--- src/rtl/ram_stream_pkg.sv ---
// Package for ram_stream_ctrl.
// Holds the controller state encoding, default address/data widths and the
// helper that turns an address width into a sweep depth.
package ram_stream_pkg;

  localparam int unsigned AW_DEFAULT = 4;
  localparam int unsigned DW_DEFAULT = 4;

  typedef enum logic [2:0] {
    IDLE,
    FILL,
    RD_ADDR,
    RD_OUT,
    DONE
  } rsc_state_t;

  // Number of words covered by one FILL or DUMP sweep.
  function automatic int unsigned depth_of(input int unsigned aw);
    return 32'd1 << aw;
  endfunction

endpackage

--- src/rtl/ram_stream_ctrl.sv ---
// ram_stream_ctrl: upstream controller for a small synchronous DFF RAM.
//   FILL: writes a valid/ready input stream to RAM addresses 0..DEPTH-1.
//   DUMP: reads RAM addresses 0..DEPTH-1 out as a valid/ready stream,
//         absorbing the RAM's one-cycle read latency.
// Optional feature macro: RAM_STREAM_CTRL_CSUM_EN adds a running XOR checksum
// output (csum) of every transferred word.
// Ports:
//   clk, reset_n              clock, asynchronous active-low reset
//   cmd_start, cmd_write      start command (1 = FILL, 0 = DUMP), sampled in IDLE
//   busy, done                status; done is a one-cycle completion pulse
//   s_valid/s_ready/s_data    FILL input stream
//   m_valid/m_ready/m_data    DUMP output stream, m_last flags address DEPTH-1
//   mem_addr/mem_data/mem_wren  RAM write/address pins
//   mem_q                     RAM read data (valid one cycle after the address)
//   csum                      (feature build only) running XOR checksum
module ram_stream_ctrl
  import ram_stream_pkg::*;
#(
  parameter int unsigned AW = AW_DEFAULT,
  parameter int unsigned DW = DW_DEFAULT
) (
  input  logic          clk,
  input  logic          reset_n,
  input  logic          cmd_start,
  input  logic          cmd_write,
  output logic          busy,
  output logic          done,
  input  logic          s_valid,
  output logic          s_ready,
  input  logic [DW-1:0] s_data,
  output logic          m_valid,
  input  logic          m_ready,
  output logic [DW-1:0] m_data,
  output logic          m_last,
  output logic [AW-1:0] mem_addr,
  output logic [DW-1:0] mem_data,
  output logic          mem_wren,
  input  logic [DW-1:0] mem_q
`ifdef RAM_STREAM_CTRL_CSUM_EN
  ,
  output logic [DW-1:0] csum
`endif
);

  localparam logic [AW-1:0] LastAddr = AW'(depth_of(AW) - 1);

  rsc_state_t    r_state, w_state_d;
  logic [AW-1:0] r_cnt, w_cnt_d;

  always_ff @(posedge clk or negedge reset_n) begin
    if (!reset_n) begin
      r_state <= IDLE;
      r_cnt   <= '0;
    end else begin
      r_state <= w_state_d;
      r_cnt   <= w_cnt_d;
    end
  end

  // The counter doubles as the RAM address in every state, so during RD_OUT
  // the RAM keeps re-reading the same word and m_data stays stable.
  assign mem_addr = r_cnt;

  always_comb begin
    w_state_d = r_state;
    w_cnt_d   = r_cnt;
    busy      = 1'b1;
    done      = 1'b0;
    s_ready   = 1'b0;
    m_valid   = 1'b0;
    m_last    = 1'b0;
    m_data    = '0;
    mem_data  = '0;
    mem_wren  = 1'b0;

    unique case (r_state)
      IDLE: begin
        busy = 1'b0;
        if (cmd_start) begin
          w_cnt_d   = '0;
          w_state_d = cmd_write ? FILL : RD_ADDR;
        end
      end

      FILL: begin
        s_ready  = 1'b1;
        mem_wren = s_valid;
        mem_data = s_data;
        if (s_valid) begin
          if (r_cnt == LastAddr) begin
            w_state_d = DONE;
          end else begin
            w_cnt_d = r_cnt + 1'b1;
          end
        end
      end

      // Address presented this cycle; RAM data is available in RD_OUT.
      RD_ADDR: begin
        w_state_d = RD_OUT;
      end

      RD_OUT: begin
        m_valid = 1'b1;
        m_data  = mem_q;
        m_last  = (r_cnt == LastAddr);
        if (m_ready) begin
          if (r_cnt == LastAddr) begin
            w_state_d = DONE;
          end else begin
            w_cnt_d   = r_cnt + 1'b1;
            w_state_d = RD_ADDR;
          end
        end
      end

      DONE: begin
        done      = 1'b1;
        w_state_d = IDLE;
      end

      default: begin
        w_state_d = IDLE;
      end
    endcase
  end

`ifdef RAM_STREAM_CTRL_CSUM_EN
  logic [DW-1:0] r_csum, w_csum_d;

  // Cleared by an accepted start, accumulates accepted beats, and simply holds
  // in DONE/IDLE until the next start.
  always_comb begin
    w_csum_d = r_csum;
    if (r_state == IDLE && cmd_start) begin
      w_csum_d = '0;
    end else if (r_state == FILL && s_valid) begin
      w_csum_d = r_csum ^ s_data;
    end else if (r_state == RD_OUT && m_ready) begin
      w_csum_d = r_csum ^ mem_q;
    end
  end

  always_ff @(posedge clk or negedge reset_n) begin
    if (!reset_n) begin
      r_csum <= '0;
    end else begin
      r_csum <= w_csum_d;
    end
  end

  assign csum = r_csum;
`endif

endmodule
--- config.mk ---
export PLATFORM = sky130hd
export DESIGN_NAME = ram_stream_ctrl
export DESIGN_NICKNAME = d
export VERILOG_FILES = /design/src/rtl/ram_stream_pkg.sv /design/src/rtl/ram_stream_ctrl.sv
export SDC_FILE = /design/constraint.sdc
export NUM_CORES = 1
export LEC_CHECK = 0
export ABC_AREA = 1
export CORE_MARGIN = 2
export CORE_UTILIZATION = 39
export CTS_CLUSTER_DIAMETER = 60
export DETAILED_ROUTE_END_ITERATION = 10
export PLACE_DENSITY = 0.78
export SETUP_SLACK_MARGIN = 0.15
export SLEW_MARGIN = 5
export SYNTH_ARGS = -nofsm -noshare
export SYNTH_HDL_FRONTEND = slang
export SYNTH_SLANG_ARGS = --single-unit
--- constraint.sdc ---
create_clock -name clk -period 1.4 [get_ports clk]
set_input_delay 0.14 -clock clk [delete_from_list [all_inputs] [get_ports clk]]
set_output_delay 0.14 -clock clk [all_outputs]
set_load 0.02 [all_outputs]
==> results.toml, run 1 <==
[clock_tree]
cts_root_buffer = "clkbuf_4"
tritoncts = "built"
clock_sinks = 7
clockBufferDepth = 2
cts.clk_slew.worst_paths_ns = 0.06
insertion_delay_ns = 0.27
cts_buffers = 3
cts_htree_levels = 1

[synth]
yosys.area_share.simple = 0.4744
synthMuxAreaShare = 0
synth.most_common_cell = "inv_1"
ys_types = 17
synth-async-reset-ratio = 1.000
synth_top_cell_by_area = "dfrtp_1"
netlist_area_um2 = 635.6
synth-seq-cells = 7
synthXorXnorAreaFrac = 0
ys_seq_area_frac = 0.2756
synth_nets = 114
postSynthAreaPerCell_um2 = 6.420
synth_fa_ha_area_frac = 0.01969
yosys_warnings = 0
synth_compound_area_frac = 0.07087
synth_top_family_by_area = "simple AND/OR/NAND/NOR gates"
synth_cells = 99
ys.flop_type = "dfrtp_1"
synth-edff-count = 0
synth_area_leaders = "dfrtp_1 (28%), inv_1 (13%), nor2_1 (9.4%), nand2_1 (8.9%), nor2_4 (8.9%)"
synth_top_area_share = 0.2756
synth_commonest_cells = "inv_1 (22), nor2_1 (16), nand2_1 (15)"

[die]
die_h_um = 44.37
die-area_um2 = 1969
die-width_um = 44.37
core-area_um2 = 1524
placementRows = 14
initial_core_util = 0.4171
ios = 32

[status]
status = "finished, final reports clean"

[placement]
finalWeightedCongestion = 0.9001
placed_cells = 162
io_buffers = 31
dp.final_hpwl_mm = 1.474

[layout]
finish.utilization = 0.8826
multi_input_area_um2 = 499.2
fin_nets = 176
num-fill-cells = 72
drive_gt1_frac = 0.5688
num_antenna_cells = 0
seqCellArea_um2 = 180.2
instances_no_fill = 176
area_delta_synth_final_pct = 111.6

[timing]
hold_viol = 0
fin_crit_ns = 1.392
fin_crit_sh = 0.9942
skew_ns = 0.0007024
timing.fmax_mhz = 718.4
slew_headroom = 0.7745
setup-violations-final = 0
final-max-slew-violation-count = 0
worst_pin_slew_ns = 0.3371
rsz0062_at_grt = "yes"

[global_route]
grt_pass1_wl_mm = 3.801
grt.overflow.total = 0
grt_util_all_layers = 0.2581
grt_pass1_vias = 829
grt_start_max_net_pins = 8
antenna_found_initial = 0

[setup_path]
cp.arrival_ns = 1.25
critPathKind = "reg2out"
crit_path_top_delay_cell = "dfrtp_2"
worstPathCellList = "ha_4 > nand2_4 > nor2_4 > inv_2 > nor2_2 > buf_6"
cp-start-kind = "register"
crit_path_max_incr_delay_ns = 0.38
end_kind = "output pin"
path_max_fanout = 2
worstPathRequired_ns = 1.26

[drt]
remaining_drc_errors = 0
detailroute.via_count = 878
wirelength_mm = 2.679
dr.pass1.iters = 4
drt_iter0_drc = 21
ant_nets = 0
avgViaCountPerCell = 4.989
wire_per_inst_um = 15.22

[worst_hold_path]
hold_class = "in2async"

[pwr]
power_density_nw_per_um2 = 1868
power.leakage_nw = 0.7326
ir_drop_uv = 1722

[job]
drv_cap = 0
## path summary, 6_finish.rpt
| path | startpoint | depth (start not counted) | slack [ns] | endpoint |
|---|---|---|---|---|
| max | mem_addr[0] | 6 | 0.008 | m_last |
| min | reset_n | 1 | 0.14 | r_state[0] |
| max reg2reg | r_state[1] | 10 | 0.05 | r_state[0] |
| min reg2reg | mem_addr[0] | 4 | 0.72 | mem_addr[0] |
| max in group asynchronous | reset_n | 1 | 0.99 | mem_addr[1] |
| min in group clk | m_ready | 4 | 0.57 | r_state[1] |
## repair_timing
item	CTS	global route
resized for setup	105	26
pin swaps	16	11
hold buffers	0	0
endpoints found under the setup margin	25	24
buffers inserted	6	4
## power breakdown
| part | internal, mW | switching, mW |
|---|---|---|
| logic | 0.859 | 1.08 |
| clock network | 0.110 | 0.0978 |
| registers | 0.277 | 0.0925 |
## final cells by class
class,count,area share
Sequential cell,7,0.1340
Clock buffer,4,0.01953
Multi-Input combinational cell,65,0.3712
Tap cell,16,0.01488
Inverter,27,0.08093
Timing Repair Buffer,57,0.3795
## cells in the final DEF (no fill, tap or decap), types with 2 or more instances in the layout
cell	count
buf_4	25
inv_1	19
buf_6	15
clkdlybuf4s50_1	13
nand2_1	10
nor2_1	9
nor2_4	7
nand3_1	7
nand2_4	6
nor2_2	6
inv_2	5
nand2_2	4
o21bai_1	4
dfrtp_2	4
inv_4	3
nand3_4	3
nand3_2	3
clkbuf_4	3
dfrtp_1	3
clkbuf_2	2
## registers in the layout, summed over array words and instances, names as in the netlist
signal    flops
r_state       3
mem_addr      4
## per-layer routing
layer	share of wire	wire, µm	global-route usage	vias to the layer above
li1	-	-	-	419
met2	0.53	1412	0.4529	30
met1	0.41	1100	0.3384	422
met3	0.048	128	0.04490	7
met5	0	0	0	-
met4	0.014	38	0.03636	0
## worst max-delay path: cells and delay by family (launching register included)
kind	cells	cell delay, ns
adders and majority gates	1	0.15
buffers and inverters	2	0.18
DFF	1	0.38
and+or+nand+nor	3	0.26
## metrics by stage
stage	setup WS (ns)	cell area [µm²]	power, mW	hold WS [ns]	TNS [ns]
after CTS	0.01363	1262	2.281	0.1614	0
after floorplan	0.1315	663.1	1.151	-0.1556	0
final	0.008061	1345	2.513	0.1370	0
after detailed placement	-0.1851	1114	1.774	0.4254	-1.446
after global routing	-0.04542	1345	2.627	0.1651	-0.1299
after global placement	-0.1538	1114	1.740	0.4216	-1.360
## cell families after synthesis
group                    after synthesis
buffers and inverters                 27
AO/OA/AOI/OAI                          7
AND/OR/NAND/NOR                       57
adder cells (fa/ha/maj)                1
flip-flops                             7
(Power assumes the default switching activity.)
==> run 2: changes to the inputs <==
--- a/config.mk
+++ b/config.mk
@@ -6,7 +6,6 @@
 export NUM_CORES = 1
 export LEC_CHECK = 0
 export ABC_AREA = 1
-export CORE_MARGIN = 2
 export CORE_UTILIZATION = 39
 export CTS_CLUSTER_DIAMETER = 60
 export DETAILED_ROUTE_END_ITERATION = 10
==> constraint.sdc (replaced) <==
create_clock -name clk -period 1.4 [get_ports clk]
set_input_delay 0.14 -clock clk [delete_from_list [all_inputs] [get_ports clk]]
set_output_delay 0.14 -clock clk [all_outputs]
set_load 0.1 [all_outputs]
==> run 2 against run 1 <==
- the flow now stops in clock tree synthesis
- synthesized cell count unchanged
- synthesized area unchanged
==> results.toml, run 2 <==
[status]
status = "stopped before the end"
lastStage = "clock tree synthesis"
error_line = "[ERROR DPL-0033] detailed placement checks failed during check placement."

[placement]
placed_cells = 150
dp.final_hpwl_mm = 1.780
io_buffers = 31
place_area_um2 = 1311
finalWeightedCongestion = 0.8243

[die]
die_h_um = 42.37
placementRows = 14
ios = 32
initial_core_util = 0.4219
die-width_um = 42.37

[clock_tree]
cts_resized = 19
post_cts_buffers = 9
clock_sinks = 7
clockBufferDepth = 2
postCtsHoldBufs = 0
cts_root_buffer = "clkbuf_4"
cts_buffers = 3
cts_htree_levels = 1

[synth]
yosys_warnings = 0
synth_top_cell_by_area = "dfrtp_1"
synth_top_family_by_area = "simple AND/OR/NAND/NOR gates"
netlist_area_um2 = 635.6
yosys.area_share.simple = 0.4744
synth_compound_area_frac = 0.07087
synth_area_leaders = "dfrtp_1 (28%), inv_1 (13%), nor2_1 (9.4%), nand2_1 (8.9%), nor2_4 (8.9%)"
synth_nets = 114
ys_types = 17
synth_top_area_share = 0.2756
synth_fa_ha_area_frac = 0.01969
synthMuxAreaShare = 0
ys_seq_area_frac = 0.2756
synth-seq-cells = 7
synth.most_common_cell = "inv_1"
synth-edff-count = 0
synthXorXnorAreaFrac = 0
synth_cells = 99
ys.flop_type = "dfrtp_1"
synth-async-reset-ratio = 1.000
postSynthAreaPerCell_um2 = 6.420
synth_commonest_cells = "inv_1 (22), nor2_1 (16), nand2_1 (15)"
## run 2: cell families after synthesis
family / after synthesis
simple gates: 57
compound gates: 7
buf+inv: 27
fa+ha+maj: 1
flops: 7
## run 2: metrics by stage
| stage | setup WS (ns) | TNS (ns) | util | hold WS (ns) |
|---|---|---|---|---|
| floorplan | -0.6798 | -4.829 | - | -0.1556 |
| global placement | 0.08413 | 0 | 0.8704 | 0.4213 |
| detailed placement | 0.01379 | 0 | 0.8704 | 0.4248 |
==> run 3: changes to the inputs <==
--- a/config.mk
+++ b/config.mk
@@ -6,11 +6,10 @@
 export NUM_CORES = 1
 export LEC_CHECK = 0
 export ABC_AREA = 1
-export CORE_UTILIZATION = 39
-export CTS_CLUSTER_DIAMETER = 60
+export CORE_AREA = 2 2 63 65
 export DETAILED_ROUTE_END_ITERATION = 10
-export PLACE_DENSITY = 0.78
-export SETUP_SLACK_MARGIN = 0.15
+export DIE_AREA = 0 0 65 67
+export PLACE_DENSITY_LB_ADDON = 0.15
 export SLEW_MARGIN = 5
 export SYNTH_ARGS = -nofsm -noshare
 export SYNTH_HDL_FRONTEND = slang
==> run 3 against run 2 <==
- the flow now finishes, with violations (negative setup slack)
==> results.toml, run 3 (synthesis gave the netlist of run 1 again) <==
[placement]
dp.final_hpwl_mm = 1.593
post-place-ws_ns = 0.05929
io_buffers = 31
finalWeightedCongestion = 0.8027

[clock_tree]
cts_root_buffer = "clkbuf_8"
tritoncts = "built"
clock_sinks = 7
cts_buffers = 3
cts_htree_levels = 1
clockBufferDepth = 2
postCtsHoldBufs = 0
cts.clk_slew.worst_paths_ns = 0.04
insertion_delay_ns = 0.22

[setup_path]
end_kind = "output pin"
reg2reg_from = "mem_addr[1]"
cp_num_buf_inv = 2
worstPathRequired_ns = 1.26
crit_path_top_delay_cell = "dfrtp_2"
worstPathCellList = "nor2_4 > clkinvlp_4 > nor2_4 > buf_12"
path_common_cell = "nor2_4"
rr_endpoint = "mem_addr[1]"
crit_path_max_incr_delay_ns = 0.43
crit_family = "flip-flops"
r2r_cells = 8
rrSetupSlack_ns = 0.04
critPathKind = "reg2out"
path_max_fanout = 5
critical_path_depth = 4
cp-start-kind = "register"
cp.arrival_ns = 1.38
crit_start = "r_state[2]"
worstSetupEndpoint = "m_data[3]"

[layout]
area_delta_synth_final_pct = 143.7
fin_nets = 164
drive_gt1_frac = 0.5608
num_antenna_cells = 0
final_common_cell = "inv_1"
largest_reg_flops = 4
finish.utilization = 0.4296
mostFrequentLayoutCells = "inv_1 (19), buf_12 (18), nor2_4 (17)"

[die]
initial_core_util = 0.1763
die_h_um = 67
core-area_um2 = 3606
die-area_um2 = 4355
placementRows = 22
ios = 32
die-width_um = 65

[global_route]
grt_start_max_net_pins = 9
grt_util_all_layers = 0.1015
antenna_found_initial = 0
grt_pass1_wl_mm = 3.325
grt.overflow.total = 0
grt_pass1_vias = 772

[timing]
worst_pin_slew_ns = 0.3557
hold_ws_ns = 0.1930
final-max-slew-violation-count = 0
rsz0062_at_grt = "yes"
fin_crit_ns = 1.518
setup-violations-final = 6
timing.fmax_mhz = 659.0
slew_headroom = 0.7621
setup_ws_ns = -0.1175
hold_viol = 0
fin_crit_sh = 1.084
skew_ns = 0.0004122

[drt]
remaining_drc_errors = 0
wirelength_mm = 1.966
dr.pass1.iters = 4
drt_iter0_drc = 11
detailroute.via_count = 763
wire_per_inst_um = 10.03
ant_nets = 0
avgViaCountPerCell = 3.893

[pwr]
power.leakage_nw = 0.7122
power_density_nw_per_um2 = 2286
ir_drop_uv = 1057

[job]
drv_cap = 0

[worst_hold_path]
hold_class = "in2async"

[status]
violations = "negative setup slack"
status = "finished, violations left"
## run 3: cell type report
| class | instances | area (µm²) |
|---|---|---|
| clock buffer | 4 | 45.04 |
| timing repair buffer | 45 | 606.8 |
| inverter | 27 | 113.9 |
| multi-input combinational | 65 | 534.3 |
| fill | 366 | 2057 |
| sequential | 7 | 188.9 |
| tap | 48 | 60.06 |
## run 3: how the worst min path moves through the flow
stage,start,end,slack [ns]
finish,reset_n,r_state[0],0.19
global route,reset_n,mem_addr[0],0.21
CTS,reset_n,mem_addr[0],0.20
detailed placement,reset_n,r_state[0],0.45
global placement,reset_n,r_state[0],0.44
floorplan,reset_n,mem_addr[2],-0.16
## run 3: report_power, final
part	leakage [nW]	internal [mW]	switching, mW
registers	0.0830	0.292	0.0716
logic	0.606	1.05	1.84
clock network	0.0228	0.197	0.0850
total	0.712	1.54	2.00
## run 3: timing repair
| item | CTS | global route |
|---|---|---|
| gates resized for setup | 11 | 12 |
| buffers inserted | 8 | 3 |
| pin swaps | 13 | 11 |
| hold endpoints to repair | 0 | 0 |
| endpoints found under the setup margin | 11 | 18 |
## run 3: routing by layer
layer	global-route usage	wire [µm]
met1	0.1200	828
met2	0.1740	991
met3	0.03209	126
met4	0.03191	19
met5	0	0
## run 3: through the flow
stage                     std cells  instance area (µm²)  setup TNS, ns  total power [mW]
after detailed placement        182                 1343              0             2.928
after global routing            196                 1549         -1.202             3.747
final                           196                 1549        -0.5945             3.541
after floorplan                  99                762.0         -4.825             2.099
after global placement          182                 1343              0             2.921
after CTS                       194                 1478        -0.8296             3.432
